`config.mk`:
```
export PLATFORM = sky130hd
export DESIGN_NAME = block_move_ctrl
export DESIGN_NICKNAME = d
export VERILOG_FILES = /design/src/rtl/block_move_ctrl.sv
export SDC_FILE = /design/constraint.sdc
export NUM_CORES = 1
export LEC_CHECK = 0
export CORE_ASPECT_RATIO = 0.7
export CORE_MARGIN = 8
export CORE_UTILIZATION = 40
export CTS_CLUSTER_SIZE = 25
export DETAILED_ROUTE_END_ITERATION = 6
export SETUP_SLACK_MARGIN = 0.1
export SYNTH_ARGS = -nofsm -noshare
export SYNTH_HDL_FRONTEND = slang
export SYNTH_SLANG_ARGS = --single-unit
```
`constraint.sdc`:
```
create_clock -name frame_clk -period 5.44 [get_ports frame_clk]
set_clock_uncertainty 0.15 [all_clocks]
set_input_delay 1.088 -clock frame_clk [delete_from_list [all_inputs] [get_ports frame_clk]]
set_output_delay 1.088 -clock frame_clk [all_outputs]
set_load 0.1 [all_outputs]
```
`src/rtl/block_move_ctrl.sv`:
```
// Per-frame move scheduler: priority key select, press/auto-repeat timing,
// periodic gravity merged into a single registered keycode pulse per frame.
`timescale 1ns/1ps
module block_move_ctrl #(
  parameter int unsigned CNT_W         = 8,
  parameter int unsigned DAS_DELAY     = 8,
  parameter int unsigned REPEAT_PERIOD = 3,
  parameter int unsigned DROP_PERIOD   = 30
) (
  input  logic       frame_clk,
  input  logic       Reset,
  input  logic [7:0] keycode0,
  input  logic [7:0] keycode1,
  input  logic       pause,
  output logic [7:0] move_keycode,
  output logic       move_valid,
  output logic       drop_tick,
  output logic [1:0] rpt_state
);

  localparam logic [7:0] KEY_NONE = 8'h00;
  localparam logic [7:0] KEY_A    = 8'h04;
  localparam logic [7:0] KEY_D    = 8'h07;
  localparam logic [7:0] KEY_S    = 8'h16;
  localparam logic [7:0] KEY_W    = 8'h1A;

  localparam logic [CNT_W-1:0] DAS_LAST  = CNT_W'(DAS_DELAY - 1);
  localparam logic [CNT_W-1:0] REP_LAST  = CNT_W'(REPEAT_PERIOD - 1);
  localparam logic [CNT_W-1:0] DROP_LAST = CNT_W'(DROP_PERIOD - 1);

  typedef enum logic [1:0] {
    IDLE   = 2'd0,
    DELAY  = 2'd1,
    REPEAT = 2'd2
  } rpt_t;

  rpt_t             state, state_nx;
  logic [CNT_W-1:0] rpt_cnt, rpt_cnt_nx;
  logic [CNT_W-1:0] drop_cnt;
  logic [7:0]       prev_key;
  logic [7:0]       sel;
  logic             grav_pend;
  logic             key_emit;
  logic             grav_ev;

  function automatic logic is_dir(input logic [7:0] k);
    return (k == KEY_A) || (k == KEY_D) || (k == KEY_S) || (k == KEY_W);
  endfunction

  always_comb begin
    sel = KEY_NONE;
    if (is_dir(keycode0))      sel = keycode0;
    else if (is_dir(keycode1)) sel = keycode1;
  end

  assign grav_ev = (drop_cnt == DROP_LAST);

  always_comb begin
    key_emit   = 1'b0;
    state_nx   = state;
    rpt_cnt_nx = rpt_cnt;
    if (sel == KEY_NONE) begin
      state_nx   = IDLE;
      rpt_cnt_nx = '0;
    end else if (sel != prev_key) begin
      key_emit   = 1'b1;
      state_nx   = DELAY;
      rpt_cnt_nx = '0;
    end else begin
      case (state)
        DELAY: begin
          if (rpt_cnt == DAS_LAST) begin
            key_emit   = 1'b1;
            state_nx   = REPEAT;
            rpt_cnt_nx = '0;
          end else begin
            rpt_cnt_nx = rpt_cnt + CNT_W'(1);
          end
        end
        REPEAT: begin
          if (rpt_cnt == REP_LAST) begin
            key_emit   = 1'b1;
            rpt_cnt_nx = '0;
          end else begin
            rpt_cnt_nx = rpt_cnt + CNT_W'(1);
          end
        end
        default: ;
      endcase
    end
  end

  always_ff @(posedge frame_clk or posedge Reset) begin
    if (Reset) begin
      state        <= IDLE;
      rpt_cnt      <= '0;
      drop_cnt     <= '0;
      prev_key     <= KEY_NONE;
      grav_pend    <= 1'b0;
      move_keycode <= KEY_NONE;
      move_valid   <= 1'b0;
      drop_tick    <= 1'b0;
    end else if (pause) begin
      move_keycode <= KEY_NONE;
      move_valid   <= 1'b0;
      drop_tick    <= 1'b0;
    end else begin
      state    <= state_nx;
      rpt_cnt  <= rpt_cnt_nx;
      prev_key <= sel;
      drop_cnt <= grav_ev ? '0 : drop_cnt + CNT_W'(1);
      // Key emission wins the frame; a colliding gravity event waits one-deep.
      if (key_emit) begin
        move_keycode <= sel;
        move_valid   <= 1'b1;
        drop_tick    <= 1'b0;
        if (grav_ev) grav_pend <= 1'b1;
      end else if (grav_ev || grav_pend) begin
        move_keycode <= KEY_S;
        move_valid   <= 1'b1;
        drop_tick    <= 1'b1;
        grav_pend    <= 1'b0;
      end else begin
        move_keycode <= KEY_NONE;
        move_valid   <= 1'b0;
        drop_tick    <= 1'b0;
      end
    end
  end

  assign rpt_state = state;

endmodule

```
==> impl_metrics.py <==
metrics = {
    "grt": {
        "grt_util_all_layers_pct": 12.4,
        "pin_count_of_the_biggest_net_entering_global_routing": 38,
        "grt-ovfl-total": 0,
        "first_global_vias": 1792,
        "wire_length_of_the_first_global_routing_pass_um": 8570,
        "antenna_found_initial": 0,
    },
    "timing": {
        "setup_viol": 0,
        "worst_slew_margin_rel_pct": 34.7,
        "fin_crit_sh_pct": 70.5,
        "drv_slew": 0,
        "final-hold-violation-count": 0,
        "max_slew.worst_pin.slew_ps": 976,
        "max_freq_ghz": 0.261,
        "grt_setup_unrepaired": "no",
        "fin_crit_ps": 3830,
        "setup_total_negative_slack_ps": 0,
    },
    "logic_synthesis": {
        "synth_top_flop_cell": "sky130_fd_sc_hd__dfrtp_1",
        "yosys-top-cells-area": "sky130_fd_sc_hd__dfrtp_1, sky130_fd_sc_hd__o21ai_0, sky130_fd_sc_hd__ha_1",
        "synthMostInstantiatedCell": "sky130_fd_sc_hd__dfrtp_1",
        "ys_ff_latch": 37,
        "synth.yosys.warnings": 0,
        "number_of_instances_in_the_synthesized_netlist": 240,
        "yosys-top-cells-count": "sky130_fd_sc_hd__dfrtp_1, sky130_fd_sc_hd__o21ai_0, sky130_fd_sc_hd__nand2_1",
        "ys_types": 64,
        "synth_area_um2": 2270,
        "synth_top_area_cell": "sky130_fd_sc_hd__dfrtp_1",
        "synth_enable_flop_cells": 0,
        "avgSynthCellArea_um2": 9.48,
        "synthArstFlopShare_pct": 100,
        "synth_top_area_share_pct": 40.7,
        "yosysSeqAreaShare_pct": 40.7,
    },
    "floorplan": {
        "floorplan.die.width_um": 106,
        "io_pins": 31,
        "fp.dieArea_um2": 8390,
        "start_util_pct": 40.5,
        "floorplan.core_area_um2": 5610,
        "die_height_um": 79.1,
        "rows": 23,
    },
    "drt": {
        "drtIter0Drc": 102,
        "vias": 1877,
        "drc": 0,
        "firstDrtPassIters": 4,
        "vias_per_cell": 5.35,
        "total_wirelength_um": 5000,
        "antenna_violating_nets_remaining": 0,
        "wire_per_inst_um": 14.2,
    },
    "power_and_ir_drop": {
        "vdd_ir_drop_max_mv": 0.113,
        "p_leak_nw": 1.12,
        "power_per_cell_area_nw_per_um2": 232,
    },
    "place": {
        "gp_congestion": 0.890,
        "dpl.hpwl_um": 3830,
        "buffer_ports.inserted": 30,
        "place.detailed.instances": 343,
    },
    "finish": {
        "insertedDiodeCount": 0,
        "layout-drive-gt1-share_pct": 11.2,
        "fillCellCount": 537,
        "fin_nets": 300,
        "finalNonFillerCells": 351,
        "area_delta_synth_final_pct": 21.4,
    },
    "critical_path": {
        "critical_path.endpoint_type": "flip-flop",
        "cp_slowest_cell": "sky130_fd_sc_hd__clkdlybuf4s50_1",
        "crit_path_cell_trace": "clkdlybuf4s50_1 > nor4b_4 > nand4b_1 > and3_1 > a2111oi_1 > and3_1 > nand3_4 > o32ai_2",
        "cpMostUsedCell": "sky130_fd_sc_hd__and3_1",
        "critical_path.n_buffers_inverters": 1,
        "path_delay_family": "simple AND/OR/NAND/NOR gates",
        "timing.critical_path.arrival_ps": 3870,
        "r2r_slack_ps": 3170,
        "cp_max_fo": 9,
        "setup.worst_path.class": "in2reg",
        "worst_setup_path_start_kind": "input pin",
        "delay_of_the_slowest_cell_on_the_worst_path_ps": 460,
        "cp_data_required_time_ps": 5480,
    },
    "clock_tree": {
        "cts_max_level": 2,
        "cts-root-to-sink-buffers": 2,
        "cts-buffers-inserted": 5,
        "postCtsResizedCells": 0,
        "clkLatencyLatePin_ps": 290,
        "cts_post_setup_buffers_inserted": 0,
        "cts_tree": "built",
        "clock_sinks": 37,
        "clk_root_buffer_cell": "sky130_fd_sc_hd__clkbuf_8",
        "path_clk_slew_ps": 80,
        "ctsHoldBuffers": 0,
    },
    "outcome": {
        "run_status": "finished, final reports clean",
    },
    "flow_run": {
        "max_cap_violations": 0,
    },
    "worst_hold_path": {
        "worst_hold_path_type": "reg2reg",
    },
}
## stage by stage
stage / hold WS [ps] / util, % / instance area, µm² / setup slack, ps / power (mW)
finish: 327 / 49.2 / 2760 / 1610 / 0.642
global route: 368 / 49.2 / 2760 / 1440 / 0.679
CTS: 333 / 49.2 / 2760 / 1640 / 0.652
detailed placement: 319 / 47.5 / 2670 / 1350 / 0.448
global placement: 316 / 47.5 / 2670 / 1370 / 0.446
floorplan: 296 / - / 2280 / 2180 / 0.407
## cells in the final DEF (no fill, tap or decap), types with 4 or more instances in the layout
cell type                          n
sky130_fd_sc_hd__dfrtp_1          37
sky130_fd_sc_hd__clkdlybuf4s50_1  30
sky130_fd_sc_hd__o21ai_0          21
sky130_fd_sc_hd__nand2_1          20
sky130_fd_sc_hd__nor2_1           13
sky130_fd_sc_hd__inv_1            12
sky130_fd_sc_hd__nor3_1           12
sky130_fd_sc_hd__nand3_1          10
sky130_fd_sc_hd__a21oi_1           9
sky130_fd_sc_hd__and3_1            6
sky130_fd_sc_hd__ha_1              6
sky130_fd_sc_hd__clkbuf_8          6
sky130_fd_sc_hd__nand2b_1          5
sky130_fd_sc_hd__and2_1            5
sky130_fd_sc_hd__xor2_1            5
sky130_fd_sc_hd__o31a_1            4
sky130_fd_sc_hd__buf_4             4
## flip-flops by register name, summed over array words and instances, names as in the netlist
register,count
drop_tick,1
move_valid,1
move_keycode,8
rpt_cnt,8
grav_pend,1
prev_key,8
rpt_state,2
drop_cnt,8
## cell type report
cell class | count | area, µm² | area share, %
tap | 75 | 93.8 | 3.40
inverter | 12 | 45.0 | 1.63
multi-input combinational | 185 | 1270 | 46.0
timing repair buffer | 34 | 330 | 12.0
sequential | 37 | 926 | 33.5
clock inverter | 2 | 13.8 | 0.498
clock buffer | 6 | 82.6 | 2.99
## worst reg2reg max path: cells and delay by family (launching register included)
family           cells  cell delay [ps]
AO/OA/AOI/OAI        2              760
AND/OR/NAND/NOR      3              810
flip-flops           1              460
## where the power goes
group	internal (mW)	switching, mW	leakage (nW)
sequential	0.298	0.0228	0.498
combinational	0.0520	0.0683	0.575
clock	0.103	0.0982	0.0512
## cells by family after synthesis
kind of cell / share of synthesized area [%]
other: 0.165
AO/OA/AOI/OAI: 22.2
adder cells (fa/ha/maj): 3.30
buffers and inverters: 3.80
flip-flops: 40.7
AND/OR/NAND/NOR: 25.3
XOR/XNOR: 3.08
multiplexers: 1.43
## metal layers
layer  up-vias  GRT usage, %  share of wire, %
met1       870          18.1                53
met4         0          3.78              0.80
met5         -             0                 0
met2        53          17.1                40
li1        949             -                 -
met3         5          3.64               6.7
## worst paths after layout
kind / startpoint / to / cells past startpoint
max: keycode1[5] / rpt_cnt[1] / 8
min: drop_cnt[7] / drop_cnt[7] / 1
max reg2reg: prev_key[3] / rpt_cnt[1] / 5
min reg2reg: drop_cnt[7] / drop_cnt[7] / 1
max in group asynchronous: Reset / rpt_state[0] / 3
min in group asynchronous: Reset / move_keycode[7] / 3
(Power assumes the default switching activity.)
